$ cat src/rtl/register_file.sv
// register_file: 32-entry operand store with one synchronous write port and two
// independently enabled combinational read ports; reset clears every entry.
module register_file #(
    parameter int DATAWIDTH = 32,
    parameter int ADDRWIDTH = 5
) (
    input  logic                 Clk,
    input  logic                 Rst,
    input  logic                 WriteEn,
    input  logic [ADDRWIDTH-1:0] WriteAddr,
    input  logic [DATAWIDTH-1:0] data_i,
    input  logic                 ReadAEn,
    input  logic [ADDRWIDTH-1:0] ReadA,
    output logic [DATAWIDTH-1:0] data_oA,
    input  logic                 ReadBEn,
    input  logic [ADDRWIDTH-1:0] ReadB,
    output logic [DATAWIDTH-1:0] data_oB
);
    localparam int DEPTH = 2 ** ADDRWIDTH;

    logic [DATAWIDTH-1:0] regs_q [DEPTH];

    // Reset has priority over a same-cycle write and clears without a clock edge.
    always_ff @(posedge Clk or posedge Rst) begin
        if (Rst) begin
            for (int i = 0; i < DEPTH; i++) regs_q[i] <= '0;
        end else if (WriteEn) begin
            regs_q[WriteAddr] <= data_i;
        end
    end

    // No write bypass: a colliding read sees the new value only after the edge.
    always_comb begin
        data_oA = ReadAEn ? regs_q[ReadA] : '0;
        data_oB = ReadBEn ? regs_q[ReadB] : '0;
    end
endmodule

$ cat config.mk
export PLATFORM = sky130hd
export DESIGN_NAME = register_file
export DESIGN_NICKNAME = d
export VERILOG_FILES = /design/src/rtl/register_file.sv
export SDC_FILE = /design/constraint.sdc
export NUM_CORES = 2
export LEC_CHECK = 0
export BUFFER_PORTS_ARGS = -buffer_cell sky130_fd_sc_hd__buf_2
export CAP_MARGIN = 20
export CORE_ASPECT_RATIO = 0.6
export CORE_UTILIZATION = 57
export CTS_BUF_LIST = sky130_fd_sc_hd__clkbuf_4 sky130_fd_sc_hd__clkbuf_8 sky130_fd_sc_hd__clkbuf_16
export CTS_CLUSTER_SIZE = 14
export DETAILED_ROUTE_END_ITERATION = 8
export PLACE_DENSITY = 0.76
export SLEW_MARGIN = 15
export SYNTH_ARGS = -nofsm -noshare
export SYNTH_HDL_FRONTEND = slang
export SYNTH_SLANG_ARGS = --single-unit
$ cat constraint.sdc
create_clock -name Clk -period 28.3 [get_ports Clk]
set_input_delay 1.415 -clock Clk [delete_from_list [all_inputs] [get_ports Clk]]
set_output_delay 1.415 -clock Clk [all_outputs]
set_load 0.01 [all_outputs]
* Word level (Yosys, flattened, before mapping)
Cells that the tools add are included.
Word-level totals: flip-flop bits (word level) 1024, input bits 52, output and inout port bits 64, logic and storage cells 51
Cells by class: magnitude comparators 4, mux-type cells 11, bitwise logic cells 3, reduce and logical (&&, ||, !) cells 1
Operators with widths (number):
- $bwmux W1024 | 1
- $bmux W32 S5 | 2
- $mux W32 | 7
- $demux W32 S5 | 1
- $ge A6 B6 Y1 const B | 3
- $not A5 Y6 | 3
- $lt A6 B1 Y1 const B | 1
- $logic_and A1 B1 Y1 | 1

* Depth between registers and ports, before layout
depth in word-level cells 6, depth in mapped cells 8, gate-level depth less buffers 4

* Least setup slack after synthesis
Ideal clock, no wire load.
kind input-to-output, start point input ReadB[1], end point output data_oB[14], data arrival time 2884 ps, required time 26885 ps, path slack 24001 ps, stages 6, buffers on the path 2, cell sequence buf_4 > buf_2 > mux4_2 > mux2_2 > o221ai_1 > a31oi_1
Between the ends: word-level cells in the longest chain between the ends 5
Ends and longest elaborated chain:
- start, declared | line 16 | input logic [ADDRWIDTH-1:0] ReadB,
- $not A5 Y6 (not written as such) | line 35 | data_oB = ReadBEn ? regs_q[ReadB] : '0;
- $bmux W32 S5 | line 35
- $mux W32 (not written as such) (2 in series) | line 35
- $mux W32 | line 35
- end, declared | line 17 | output logic [DATAWIDTH-1:0] data_oB
No other way between the ends. The select of a mux whose other input is x is not followed.

* Worst setup path after layout
start point input ReadB[1], end point output data_oB[27]
The elaborated chain is that of the path after synthesis.

==> reports/metrics.cfg <==
[clocking]
htreeDepth = 3
clockRootBuffer = clkbuf_16
cts-hold-fix-buffers = 0
cts_resized = 0
clock-sinks = 1024
numCtsBuffers = 93
cts.clk_slew.worst_paths_ns = 0.07
cts_setup_buffers = 0
clockBufferDepth = 3
cts_tree = built
clk_latency_ns = 0.70

[yosys]
synthesis.nets = 3598
syn_area_per_cell_um2 = 15.4
synthAdderAreaFrac_pct = 0
synth-seq-cells = 1024
synthXorXnorAreaFrac_pct = 0
synthCells = 3546
yosys.area_share.simple_pct = 0.857
netlist_area_um2 = 54600
netlist-cell-type-count = 34
synth_top_family_by_area = multiplexers
seq_area_frac_synth_pct = 46.9
synth-compound-area-share_pct = 4.13
ys.warnings.count = 0
muxShareOfSynthArea_pct = 44.6

[flow_run]
cap_violations = 0

[sta]
tns_ns = 0
rsz0062_at_grt = false
relSlewSlack_pct = 14.1
period_share_pct = 26.5
fmax_mhz = 133
setup_viol = 0
skew_ns = 0
slew_violations = 0
finalHoldViolCount = 0
tightestPinTransition_ns = 1.29
period_needed_ns = 7.50

[routing]
drt_iter0_markers = 5102
num_vias = 36393
routed_wl_um = 175000
viasPerCell = 7.63
drc = 0
wl_per_cell_um = 36.8
drt_pre_antenna_iters = 8
antenna_left = 0

[worst_hold_path]
worstHoldPathType = reg2reg

[die]
core-area_um2 = 94400
initial_core_util_pct = 57.9
die_w_um = 402
fp.dieArea_um2 = 97100
dieHeight_um = 242
boundaryPins = 116
rows = 87

[final_layout]
finish.net_count = 3498
top_regs = regs_q: 1024 flops
regMostFlops = regs_q
nFillCells = 6676
area_growth_pct = 8.05
largest_reg_flops = 1024
drive_gt1_share_pct = 57.0

[critical_path]
startpoint_type = input pin
endpoint_kind = output port
required_ns = 26.89
criticalPathCategory = in2out
crit_fanout = 69
crit_arrival_ns = 6.09

[power_and_ir_drop]
p_per_area_nw_per_um2 = 71.4
peakVddDrop_uv = 54.6
finalPower_mw = 4.21
seqPwrFrac_pct = 47.0
p_int_mw = 3.05
p_sw_share_pct = 27.6
net-switching-power_mw = 1.16
cellLeakagePower_nw = 25.4
power_frac_comb_pct = 20.7
p_clk_share_pct = 32.3

[global_routing]
use_met1_pct = 50.2
grt_remaining_overflow = 0
grt_pass1_vias = 37611
grt_usage_pct = 36.3
met2_usage_pct = 53.2
grt_antenna_before_repair = 8
grt_max_degree = 176
grt_pass1_wl_um = 259000
use_met3_pct = 11.4
busiest_layer = met2

[place]
io_buffers = 115
gp_congestion = 0.846
dp_hpwl_um = 96700

[status]
status = completed

[synth_stat cells, drive strengths merged]
cell	number	share of area, %
a221oi	48	0.77
a22oi	64	0.88
a31oi	64	0.73
and2	2	0.023
and3	1	0.011
and3b	1	0.016
buf	216	2.3
clkbuf	174	1.2
dfrtp	1024	47
inv	3	0.021
mux2	1152	24
mux2i	128	2.3
mux4	448	18
nand2	49	0.34
nand2b	2	0.023
nand3	2	0.018
nand3b	4	0.055
nor2	23	0.21
nor2b	4	0.046
nor3	1	0.0092
nor3b	4	0.055
o2111ai	16	0.26
o21ai	48	0.44
o221ai	64	1.0
or2	3	0.034
or3b	1	0.016
[placed cells by master (no fill, tap or decap), types with 15 or more instances in the layout]
cell type,n
o221ai_1,62
mux4_2,448
buf_4,75
o21ai_0,33
dfrtp_1,1024
a221oi_1,48
nand2_1,33
a22oi_1,64
clkbuf_4,23
clkinv_2,16
nor2_4,18
mux2i_1,128
mux2_2,1141
a31oi_1,64
o21ai_1,15
o2111ai_1,16
clkbuf_8,23
buf_2,109
clkbuf_16,96
[metrics by stage]
step	instances	area [um2]	hold WS (ns)	util, %	worst slack (ns)
floorplan	3546	54600	0.475	-	12.77
global placement	4597	55700	0.491	59.1	20.78
detailed placement	4597	55700	0.502	59.1	20.72
CTS	4765	59000	0.521	62.5	20.72
global route	4766	59000	0.534	62.5	20.51
finish	4770	59000	0.524	62.5	20.80
[routing by layer]
layer  part of all wire, %  vias up
li1                      -    13681
met1                    39    19363
met2                    44     2751
met3                    12      594
met4                   5.0        4
met5                 0.014        -
[power by group through the flow]
stage | sequential, mW | combinational, mW | clock, mW
floorplan | 1.91 | 0.696 | 0
CTS | 1.96 | 0.865 | 1.37
global placement | 1.95 | 0.824 | 0
finish | 1.98 | 0.871 | 1.36
detailed placement | 1.99 | 0.860 | 0
global route | 2.01 | 0.921 | 1.43
[area by class of cell]
type / instances / area (um2) / share of cell area, %
Inverter: 3 / 17.5 / 0.0297
Tap cell: 1246 / 1560 / 2.64
Multi-Input combinational cell: 2129 / 27300 / 46.2
Clock inverter: 26 / 353 / 0.598
Clock buffer: 142 / 2890 / 4.90
Timing Repair Buffer: 195 / 1270 / 2.16
Sequential cell: 1024 / 25600 / 43.4
Antenna cell: 5 / 12.5 / 0.0212
[worst max-delay path: stages]
cell and delay [ns]:
buf_8 0.55, buf_4 0.81, buf_4 0.89, buf_4 0.70, mux4_2 0.58, mux2_2 0.27
o221ai_1 0.32, a31oi_1 0.17, buf_2 0.24
[path summary, 6_finish.rpt]
path / startpoint / to / cells past startpoint / slack [ns]
max: ReadB[1] / data_oB[27] / 9 / 20.80
min: regs_q[372]$_DFFE_PP0P_ / regs_q[372]$_DFFE_PP0P_ / 1 / 0.52
max reg2reg: regs_q[348]$_DFFE_PP0P_ / regs_q[348]$_DFFE_PP0P_ / 1 / 27.46
min reg2reg: regs_q[372]$_DFFE_PP0P_ / regs_q[372]$_DFFE_PP0P_ / 1 / 0.52
max in group asynchronous: Rst / regs_q[629]$_DFFE_PP0P_ / 7 / 22.53
min in group asynchronous: Rst / regs_q[169]$_DFFE_PP0P_ / 2 / 0.90
[logic make-up (layout without fill, tap and decap cells)]
family / Yosys count / in the layout
other: 0 / 5
DFF: 1024 / 1024
AOI/OAI and AO/OA: 304 / 304
buffers and inverters: 393 / 366
and+or+nand+nor: 97 / 97
muxes: 1728 / 1728
Power figures use the tool's default switching activity.
